--- src/rtl/regfile_rename_fwd_if.sv ---
// Issue/commit/CDB bundle between the decoder, ROB, CDBs and the rename register file.
// The register file takes the slave side.
interface regfile_rename_fwd_if #(
    parameter int XLEN        = 32,
    parameter int REG_NUM     = 32,
    parameter int RIDX_W      = 6,
    parameter int ENTRY_WIDTH = 4,
    parameter int NUM_CDB     = 2
);
    logic                          rdy_in;
    logic                          roll_back;
    logic                          rob_commit;
    logic [ENTRY_WIDTH-1:0]        rob_entry;
    logic [RIDX_W-1:0]             rob_des;
    logic [XLEN-1:0]               rob_result;
    logic [NUM_CDB-1:0]            cdb_valid;
    logic [NUM_CDB*ENTRY_WIDTH-1:0] cdb_entry;
    logic [NUM_CDB*XLEN-1:0]       cdb_result;
    logic                          new_issue;
    logic [ENTRY_WIDTH-1:0]        rob_new_entry;
    logic [RIDX_W-1:0]             rs1_in;
    logic [RIDX_W-1:0]             rs2_in;
    logic [RIDX_W-1:0]             rd_in;
    logic [ENTRY_WIDTH-1:0]        Qj;
    logic [ENTRY_WIDTH-1:0]        Qk;
    logic [XLEN-1:0]               Vj;
    logic [XLEN-1:0]               Vk;
    logic [$clog2(REG_NUM):0]      busy_count;

    modport master (
        output rdy_in, roll_back, rob_commit, rob_entry, rob_des, rob_result,
               cdb_valid, cdb_entry, cdb_result, new_issue, rob_new_entry,
               rs1_in, rs2_in, rd_in,
        input  Qj, Qk, Vj, Vk, busy_count
    );

    modport slave (
        input  rdy_in, roll_back, rob_commit, rob_entry, rob_des, rob_result,
               cdb_valid, cdb_entry, cdb_result, new_issue, rob_new_entry,
               rs1_in, rs2_in, rd_in,
        output Qj, Qk, Vj, Vk, busy_count
    );
endinterface

--- src/rtl/regfile_rename_fwd.sv ---
// Architectural register file with busy/tag rename table and same-cycle CDB/commit
// forwarding on the two operand read ports.
module regfile_rename_fwd #(
    parameter int XLEN        = 32,
    parameter int REG_NUM     = 32,
    parameter int RIDX_W      = 6,
    parameter int ENTRY_WIDTH = 4,
    parameter int NUM_CDB     = 2
) (
    input logic clk,
    input logic rst_in,
    regfile_rename_fwd_if.slave bus
);
    localparam int REG_W = $clog2(REG_NUM);
    localparam int CNT_W = REG_W + 1;

    typedef struct packed {
        logic [ENTRY_WIDTH-1:0] q;
        logic [XLEN-1:0]        v;
    } operand_t;

    logic [XLEN-1:0]        value [REG_NUM];
    logic [ENTRY_WIDTH-1:0] tag   [REG_NUM];
    logic [REG_NUM-1:0]     busy;
    logic [REG_NUM-1:0]     busy_nxt;
    logic [CNT_W-1:0]       busy_count;

    logic [REG_W-1:0] rd_reg;
    logic [REG_W-1:0] des_reg;
    logic             issue_ok;
    logic             commit_ok;
    logic             commit_clear;
    operand_t         op1;
    operand_t         op2;

    function automatic logic [CNT_W-1:0] popcount(input logic [REG_NUM-1:0] vec);
        logic [CNT_W-1:0] cnt;
        cnt = '0;
        for (int i = 0; i < REG_NUM; i++) begin
            cnt = cnt + CNT_W'(vec[i]);
        end
        return cnt;
    endfunction

    // Reads see pre-issue state; a waiting operand picks up a result broadcast or
    // committed in the same cycle so the RS never misses it.
    function automatic operand_t read_operand(input logic [RIDX_W-1:0] idx);
        operand_t         op;
        logic [REG_W-1:0] r;
        logic             hit;
        op  = '0;
        r   = idx[REG_W-1:0];
        hit = 1'b0;
        if (!idx[RIDX_W-1] && r != '0) begin
            if (!busy[r]) begin
                op.v = value[r];
            end else begin
                for (int k = 0; k < NUM_CDB; k++) begin
                    if (!hit && bus.cdb_valid[k] &&
                        bus.cdb_entry[k*ENTRY_WIDTH +: ENTRY_WIDTH] == tag[r]) begin
                        hit  = 1'b1;
                        op.v = bus.cdb_result[k*XLEN +: XLEN];
                    end
                end
                if (!hit) begin
                    if (bus.rob_commit && bus.rob_entry == tag[r]) begin
                        op.v = bus.rob_result;
                    end else begin
                        op.q = tag[r];
                    end
                end
            end
        end
        return op;
    endfunction

    always_comb begin
        op1 = read_operand(bus.rs1_in);
        op2 = read_operand(bus.rs2_in);
    end

    assign bus.Qj         = op1.q;
    assign bus.Vj         = op1.v;
    assign bus.Qk         = op2.q;
    assign bus.Vk         = op2.v;
    assign bus.busy_count = busy_count;

    assign rd_reg    = bus.rd_in[REG_W-1:0];
    assign des_reg   = bus.rob_des[REG_W-1:0];
    assign issue_ok  = bus.new_issue && !bus.rd_in[RIDX_W-1] && rd_reg != '0;
    assign commit_ok = bus.rob_commit && !bus.rob_des[RIDX_W-1] && des_reg != '0;
    // A rename of the same register in this cycle keeps it busy under the new tag.
    assign commit_clear = commit_ok && tag[des_reg] == bus.rob_entry &&
                          !(issue_ok && rd_reg == des_reg);

    always_comb begin
        busy_nxt = busy;
        if (bus.roll_back) begin
            busy_nxt = '0;
        end else begin
            if (commit_clear) busy_nxt[des_reg] = 1'b0;
            if (issue_ok)     busy_nxt[rd_reg]  = 1'b1;
        end
        busy_nxt[0] = 1'b0;
    end

    always_ff @(posedge clk) begin
        if (rst_in) begin
            for (int i = 0; i < REG_NUM; i++) begin
                value[i] <= '0;
                tag[i]   <= '0;
            end
            busy       <= '0;
            busy_count <= '0;
        end else if (bus.rdy_in) begin
            busy       <= busy_nxt;
            busy_count <= popcount(busy_nxt);
            if (commit_ok) value[des_reg] <= bus.rob_result;
            if (bus.roll_back) begin
                for (int i = 0; i < REG_NUM; i++) begin
                    tag[i] <= '0;
                end
            end else begin
                if (commit_clear) tag[des_reg] <= '0;
                if (issue_ok)     tag[rd_reg]  <= bus.rob_new_entry;
            end
        end
    end
endmodule

--- src/flat_wrapper.sv ---
// flat-port wrapper written by rule: the top's interface ports become plain ports
module regfile_rename_fwd_flat 
#(
    parameter int XLEN        = 32,
    parameter int REG_NUM     = 32,
    parameter int RIDX_W      = 6,
    parameter int ENTRY_WIDTH = 4,
    parameter int NUM_CDB     = 2
)
  (clk, rst_in, bus_rdy_in, bus_roll_back, bus_rob_commit, bus_rob_entry, bus_rob_des, bus_rob_result, bus_cdb_valid, bus_cdb_entry, bus_cdb_result, bus_new_issue, bus_rob_new_entry, bus_rs1_in, bus_rs2_in, bus_rd_in, bus_Qj, bus_Qk, bus_Vj, bus_Vk, bus_busy_count);
  regfile_rename_fwd_if #(.XLEN(XLEN), .REG_NUM(REG_NUM), .RIDX_W(RIDX_W), .ENTRY_WIDTH(ENTRY_WIDTH), .NUM_CDB(NUM_CDB)) bus_i ();
  input logic clk;
  input logic rst_in;
  input wire logic [$bits(bus_i.rdy_in)-1:0] bus_rdy_in;
  input wire logic [$bits(bus_i.roll_back)-1:0] bus_roll_back;
  input wire logic [$bits(bus_i.rob_commit)-1:0] bus_rob_commit;
  input wire logic [$bits(bus_i.rob_entry)-1:0] bus_rob_entry;
  input wire logic [$bits(bus_i.rob_des)-1:0] bus_rob_des;
  input wire logic [$bits(bus_i.rob_result)-1:0] bus_rob_result;
  input wire logic [$bits(bus_i.cdb_valid)-1:0] bus_cdb_valid;
  input wire logic [$bits(bus_i.cdb_entry)-1:0] bus_cdb_entry;
  input wire logic [$bits(bus_i.cdb_result)-1:0] bus_cdb_result;
  input wire logic [$bits(bus_i.new_issue)-1:0] bus_new_issue;
  input wire logic [$bits(bus_i.rob_new_entry)-1:0] bus_rob_new_entry;
  input wire logic [$bits(bus_i.rs1_in)-1:0] bus_rs1_in;
  input wire logic [$bits(bus_i.rs2_in)-1:0] bus_rs2_in;
  input wire logic [$bits(bus_i.rd_in)-1:0] bus_rd_in;
  output wire logic [$bits(bus_i.Qj)-1:0] bus_Qj;
  output wire logic [$bits(bus_i.Qk)-1:0] bus_Qk;
  output wire logic [$bits(bus_i.Vj)-1:0] bus_Vj;
  output wire logic [$bits(bus_i.Vk)-1:0] bus_Vk;
  output wire logic [$bits(bus_i.busy_count)-1:0] bus_busy_count;
  assign bus_i.rdy_in = bus_rdy_in;
  assign bus_i.roll_back = bus_roll_back;
  assign bus_i.rob_commit = bus_rob_commit;
  assign bus_i.rob_entry = bus_rob_entry;
  assign bus_i.rob_des = bus_rob_des;
  assign bus_i.rob_result = bus_rob_result;
  assign bus_i.cdb_valid = bus_cdb_valid;
  assign bus_i.cdb_entry = bus_cdb_entry;
  assign bus_i.cdb_result = bus_cdb_result;
  assign bus_i.new_issue = bus_new_issue;
  assign bus_i.rob_new_entry = bus_rob_new_entry;
  assign bus_i.rs1_in = bus_rs1_in;
  assign bus_i.rs2_in = bus_rs2_in;
  assign bus_i.rd_in = bus_rd_in;
  assign bus_Qj = bus_i.Qj;
  assign bus_Qk = bus_i.Qk;
  assign bus_Vj = bus_i.Vj;
  assign bus_Vk = bus_i.Vk;
  assign bus_busy_count = bus_i.busy_count;
  regfile_rename_fwd #(.XLEN(XLEN), .REG_NUM(REG_NUM), .RIDX_W(RIDX_W), .ENTRY_WIDTH(ENTRY_WIDTH), .NUM_CDB(NUM_CDB)) u_core (.clk(clk), .rst_in(rst_in), .bus(bus_i));
endmodule
--- config.mk ---
export PLATFORM = sky130hd
export DESIGN_NAME = regfile_rename_fwd_flat
export DESIGN_NICKNAME = d
export VERILOG_FILES = /design/src/rtl/regfile_rename_fwd_if.sv /design/src/rtl/regfile_rename_fwd.sv /design/src/flat_wrapper.sv
export SDC_FILE = /design/constraint.sdc
export NUM_CORES = 2
export LEC_CHECK = 0
export ABC_CLOCK_PERIOD_IN_PS = 12600
export CORE_AREA = 2 2 379 268
export CTS_BUF_LIST = sky130_fd_sc_hd__clkbuf_8
export CTS_CLUSTER_SIZE = 25
export DETAILED_ROUTE_END_ITERATION = 12
export DIE_AREA = 0 0 381 270
export PLACE_DENSITY_LB_ADDON = 0.1
export RECOVER_POWER = 100
export SLEW_MARGIN = 10
export SYNTH_ARGS = -nofsm -noshare
export SYNTH_HDL_FRONTEND = slang
export SYNTH_SLANG_ARGS = --single-unit
--- constraint.sdc ---
create_clock -name clk -period 12.6 [get_ports clk]
set_clock_uncertainty 0.2 [all_clocks]
set_input_delay 1.89 -clock clk [delete_from_list [all_inputs] [get_ports clk]]
set_output_delay 1.89 -clock clk [all_outputs]
set_load 0.01 [all_outputs]
## After elaboration in Yosys (flattened, before gate mapping)

Memory sizes are Yosys's and may differ from the RTL's.
Cells that the tools add are included.

- RAM bits: 1152
- Flip-flop bits (word level): 37
- Memories kept: 2

- Add/sub/neg operators: 30
- Magnitude comparators: 6
- Equal/unequal tests: 8
- Reductions and logical operators: 33
- Bitwise operators: 35
- Multiplexer cells: 101

Memory list:

| name | words | width | rd ports | clocked after Yosys merged registers in | write ports | line | text |
|---|---|---|---|---|---|---|---|
| u_core.value | 32 | 32 | 2 | 0 | 32 | regfile_rename_fwd.sv:22 | `logic [XLEN-1:0] value [REG_NUM];` |
| u_core.tag | 32 | 4 | 3 | 0 | 32 | regfile_rename_fwd.sv:23 | `logic [ENTRY_WIDTH-1:0] tag [REG_NUM];` |

Operator list:

| cell | count |
|---|---|
| 32-bit two-way mux | 13 |
| 6-bit by 1-bit adder with 6-bit output | 29 |
| 4-bit two-way mux | 38 |
| 36-bit two-way mux | 4 |
| 1-bit two-way mux | 39 |
| 32-bit bitwise AND | 1 |
| 32-bit NOT | 1 |
| 1-bit bitwise OR | 32 |
| 32-bit bitwise OR | 1 |
| 32-bit OR reduction | 1 |
| 4-bit == test | 7 |
| 5-bit by 6-bit less-than comparator with 1-bit output, second input constant | 4 |
| 5-bit nonzero test | 4 |
| 1-bit logical AND | 19 |
| 5-bit two-way mux | 3 |
| 1-bit binary-select mux with 5-bit select | 2 |
| 1-bit demux with 5-bit select | 2 |
| 5-bit by 1-bit greater-or-equal comparator with 1-bit output, second input constant | 2 |
| 4-bit OR reduction | 2 |
| 1-bit logical NOT | 7 |
| 5-bit == test | 1 |
| 1-bit by 1-bit adder with 2-bit output | 1 |

## Logic depth before layout (Yosys ltp)

- Word-level depth: 41
- Depth in mapped cells: 30

## Least setup slack after synthesis

OpenSTA, ideal clock, no wires.

- Path type: input-to-reg
- Start point: input port bus_rob_des[0]
- End point: register u_core.busy_count[4] (netlist: u_core.bus.busy_count[4])
- Data arrival time: 8.594 ns
- Setup time: 0.128 ns
- Data required time: 12.272 ns
- Stages on the path: 27
- Path slack: 3.678 ns
- Cell sequence: buf_2 buf_2 buf_2 mux4_2 a22oi_1 nand4_1 xnor2_1 nand2_1 clkbuf_1 o21ai_0 a21oi_1 ha_1 inv_1 fa_1 fa_1 fa_1 fa_1 fa_1 inv_1 fa_1 ha_1 fa_1 a21o_1 a21oi_1 xnor2_1 mux2i_1 nor2_1

- Word-level cells in the longest chain between the ends: 41
- Elaborated cells on any way between the ends: 51

Ends and longest elaborated chain:

| item | line | text |
|---|---|---|
| start: declaration | flat_wrapper.sv:18 | `input wire logic [$bits(bus_i.rob_des)-1:0] bus_rob_des;` |
| 5-bit by 6-bit less-than comparator with 1-bit output (not written as such) or 5-bit by 1-bit greater-or-equal comparator with 1-bit output (tied branches) | regfile_rename_fwd.sv:101 | `if (commit_clear) busy_nxt[des_reg] = 1'b0;` |
| 1-bit logical AND (not written as such) | regfile_rename_fwd.sv:101 |  |
| 1-bit two-way mux (not written as such) | regfile_rename_fwd.sv:101 |  |
| 1-bit demux with 5-bit select | - |  |
| 32-bit NOT (no source line) | - |  |
| 32-bit bitwise AND (no source line) | - |  |
| 32-bit two-way mux (*) | regfile_rename_fwd.sv:101 |  |
| 32-bit two-way mux (*) | regfile_rename_fwd.sv:98 | `if (bus.roll_back) begin` |
| 32-bit bitwise OR (no source line) | - |  |
| 32-bit two-way mux (*) | regfile_rename_fwd.sv:102 | `if (issue_ok) busy_nxt[rd_reg] = 1'b1;` |
| 32-bit two-way mux (*) | regfile_rename_fwd.sv:98 |  |
| named net u_core.busy_nxt[1] | regfile_rename_fwd.sv:25 | `logic [REG_NUM-1:0] busy_nxt;` |
| 1-bit by 1-bit adder with 2-bit output (*) | regfile_rename_fwd.sv:40 | `cnt = cnt + CNT_W'(vec[i]);` |
| 6-bit by 1-bit adder with 6-bit output (*) (29 in series) | regfile_rename_fwd.sv:40 |  |
| end signal: assignment | regfile_rename_fwd.sv:117 | `busy_count <= popcount(busy_nxt);` |
| end: declaration | regfile_rename_fwd.sv:26 | `logic [CNT_W-1:0] busy_count;` |

Mark *: on every way through the listed nets, which the timed path passes. The rest lies on a longest branch. The select of a mux whose other input is x is not followed.
A chain may end at the register's enable or synchronous reset.

## Worst setup path after layout

- Start point: input port bus_rs2_in[3]
- End point: output port bus_Vk[14]

- Word-level cells in the longest chain between the ends: 15
- Elaborated cells on any way between the ends: 26

Ends and longest elaborated chain:

| item | line | text |
|---|---|---|
| start: declaration | flat_wrapper.sv:26 | `input wire logic [$bits(bus_i.rs2_in)-1:0] bus_rs2_in;` |
| memory read 32 x 4 bit | - |  |
| 4-bit == test | regfile_rename_fwd.sv:60 | `bus.cdb_entry[k*ENTRY_WIDTH +: ENTRY_WIDTH] == tag[r]) begin` |
| 1-bit logical AND | regfile_rename_fwd.sv:59 | `if (!hit && bus.cdb_valid[k] &&` |
| 1-bit two-way mux | regfile_rename_fwd.sv:59 |  |
| 1-bit two-way mux | regfile_rename_fwd.sv:55 | `if (!busy[r]) begin` |
| 1-bit two-way mux | regfile_rename_fwd.sv:54 | `if (!idx[RIDX_W-1] && r != '0) begin` |
| 1-bit logical NOT | regfile_rename_fwd.sv:59 |  |
| 1-bit logical AND (2 in series) | regfile_rename_fwd.sv:59 |  |
| 1-bit two-way mux | regfile_rename_fwd.sv:59 |  |
| 1-bit two-way mux | regfile_rename_fwd.sv:55 |  |
| 1-bit two-way mux | regfile_rename_fwd.sv:54 |  |
| 36-bit two-way mux | regfile_rename_fwd.sv:65 | `if (!hit) begin` |
| 32-bit two-way mux | regfile_rename_fwd.sv:55 |  |
| 36-bit two-way mux (*) | regfile_rename_fwd.sv:54 |  |
| end: declaration | flat_wrapper.sv:31 | `output wire logic [$bits(bus_i.Vk)-1:0] bus_Vk;` |

Mark *: on every way between the ends. The rest lies on a longest branch, timed or not. The select of a mux whose other input is x is not followed.

==> flow_summary.toml <==
[synthesis]
netlist_instances = 4764
synth.area.top_cells = "edfxtp_1 51%, mux4_2 24%, nor3_1 7.4%"
synthFlopType = "edfxtp_1"
ys_async_sr_fraction_pct = 0
syn_area_per_cell_um2 = 14.29
synth_mux_area_share_pct = 25.73
synth-simple-area-share_pct = 11.55
synthTopCellsByCount = "1152 x edfxtp_1, 1002 x nor3_1, 717 x mux4_2"
synth.most_common_cell = "edfxtp_1"
synth-seq-cells = 1189
synth_top_area_share_pct = 50.83
synthAdderAreaFrac_pct = 0.8421
synth_cell_types = 71
synth_warnings = 0
synth_compound_area_share_pct = 5.332
synth-edff-count = 1152
syn_area_mm2 = 0.06805
synth_top_cell_by_area = "edfxtp_1"
synth_xor_xnor_area_share_pct = 0.3346
seq_area_frac_synth_pct = 51.92
synth_top_family_by_area = "multiplexers"

[setup_path]
crit_family = "buffers and inverters"
cp_num_buf_inv = 4
cp-start-kind = "primary input"
cpPeakStageDelay_ns = 1.68
crit_top_cell = "buf_4"
cp_data_required_time_ns = 10.51
critPathCaptureType = "output pin"
worstPathArrival_ns = 9.21
critPathSlowestCell = "and2_0"
path_cells = "buf_4 > buf_4 > nor2_1 > nand2_1 > o31ai_1 > a221oi_1 > xnor2_1 > a211oi_1 > and2_0 > clkbuf_1 > a21oi_1 > a311oi_1 > clkdlybuf4s50_1"
critPathKind = "primary input to output pin"
crit_fanout = 42

[route]
vias = 51040
wirelength_mm = 243.6
drc = 0
routed_via_density = 8.253
ant_nets = 0
first_pass_iters = 7
wire_per_inst_um = 39.40
drt_iter0_drc = 10470

[timing]
fin_crit_ns = 11.30
slew_headroom_pct = -168.1
hold_viol = 0
rsz0062_at_grt = "no"
maxSlewViolCount = 1698
whs_ns = 0.2745
tightest_slew_ns = 4.022
finalSetupViolCount = 0
fmax_mhz = 88.48
timing.final.crit_share_pct = 89.70
setup_tns_ns = 0

[cts]
numCtsBuffers = 181
cts-root-buf = "clkbuf_8"
cts_hold_buf = 0
clock_latency_ns = 0.95
clk_pin_slew_worst_paths_ns = 0.06
htree_levels = 4
cts_setup_buffers = 0
cts_tree = "done"
cts_resized = 0
cts.path.max_buffers = 3
cts.sinks = 1189

[power]
p_sw_mw = 2.569
p_clk_share_pct = 32.9
p_per_area_mw_per_mm2 = 123.5
power_frac_comb_pct = 15.6
internal-power_mw = 6.540
ir_worst_vdd_v = 0.0001152
sw_frac_of_total_pct = 28.21
power.total_mw = 9.110
seqPwrFrac_pct = 51.5
p_leak_nw = 23.20

[status]
status = "complete, but fails checks"
violations = "max-capacitance violations, max-slew violations"

[run]
drv_cap = 60

[grt]
grtUsageTotal_pct = 47.34
grt_overflow = 0
grt_max_degree = 258
grt_pass1_vias = 49020
grt_pass1_wl_mm = 344.9
antenna_found_initial = 11

[floorplan]
start_util_pct = 68.55
core.rowCount = 97
die-area_mm2 = 0.1029
dieHeight_um = 270
die_x_um = 381
ios = 222
coreArea_mm2 = 0.09928

[worst_hold_path]
hold_class = "flip-flop to flip-flop"

[layout]
area_growth_syn_to_layout_pct = 8.376
fillCellCount = 6311
nets = 4875
final_cells = 6184
drive_above_1_share_pct = 24.38
final_core_util_pct = 74.29

[placed_design]
dp_hpwl_mm = 139.2
place.gp.congestion = 1.037
port_buffers = 221
place_inst = 5852
==> per-layer routing <==
layer  up-vias  wire, um  GRT usage (%)
li1      19270         -              -
met1     25100     79530          64.03
met2      5644    101000          64.03
met3      1019     49120          23.95
met4        12     13560          22.68
met5         -       406         0.5093
==> layout make-up <==
type	count	area [um^2]	share of cell area (%)
antenna	13	32.53	0.04411
clock buffer	184	2532	3.434
clock inverter	135	651.9	0.8838
inverter	60	225.2	0.3054
multi-input combinational	2908	30110	40.83
sequential	1189	35330	47.91
tap	1336	1672	2.266
timing repair buffer	359	3196	4.333
==> path summary, 6_finish.rpt <==
kind / start / endpoint / slack (ns) / cells after the start
worst max-delay path: bus_rs2_in[3] / bus_Vk[14] / 1.30 / 13
worst min-delay path: u_core.bus.busy_count[5] / u_core.bus.busy_count[5] / 0.27 / 2
worst max register to register: u_core.tag[26][0] / u_core.bus.busy_count[4] / 4.33 / 24
worst min register to register: u_core.bus.busy_count[5] / u_core.bus.busy_count[5] / 0.27 / 2
==> worst reg2reg max path: cells and delay by family (launching register included) <==
family | cells | cell delay, ns
xor+xnor | 2 | 0.25
buf+inv | 2 | 0.09
flops | 1 | 0.56
compound gates | 5 | 1.23
mux | 2 | 0.66
simple gates | 4 | 1.32
fa+ha+maj | 9 | 3.80
==> cells in the final DEF (no fill, tap or decap), types with 34 or more instances in the layout <==
master and n:
edfxtp_1 1152, nor3_1 1001, mux4_2 717, clkbuf_8 185
clkdlybuf4s50_1 143, and3_1 128, inv_1 120, mux2i_1 111
buf_4 95, nand2_1 89, a21oi_1 82, nand3_1 71
dlygate4sd3_1 66, a221oi_2 60, clkinv_1 46, nor2b_1 42
o21ai_0 39, a211oi_1 39, or3_1 37, dfxtp_1 37
clkbuf_1 36, conb_1 36, a22oi_1 35, and2_1 35
o211ai_1 34
==> per-stage QoR <==
stage,setup WS (ns),cell area (um^2)
floorplan,3.678,68190
global placement,1.862,71050
detailed placement,1.815,71050
CTS,2.803,74240
global route,1.118,73730
finish,1.298,73750
==> kinds of logic (layout without fill, tap and decap cells) <==
family / count (synthesis) / after routing
mux: 843 / 843
simple gates: 1517 / 1517
other cells: 1 / 49
fa+ha+maj: 32 / 32
compound gates: 454 / 454
flops: 1189 / 1189
buf+inv: 702 / 738
xor+xnor: 26 / 26
==> registers in the layout, indices dropped and copies added, names as in the netlist <==
signal                 count
u_core.value            1024
u_core.busy               31
u_core.bus.busy_count      6
u_core.tag               128
==> power groups by stage <==
stage | Combinational (mW) | Clock (mW) | Sequential [mW]
floorplan | 0.895 | 0 | 4.69
global placement | 1.38 | 0 | 4.73
detailed placement | 1.39 | 0 | 4.75
CTS | 1.39 | 2.97 | 4.66
global route | 1.44 | 3.13 | 4.69
finish | 1.42 | 3.00 | 4.69
Power figures use the tool's default switching activity.
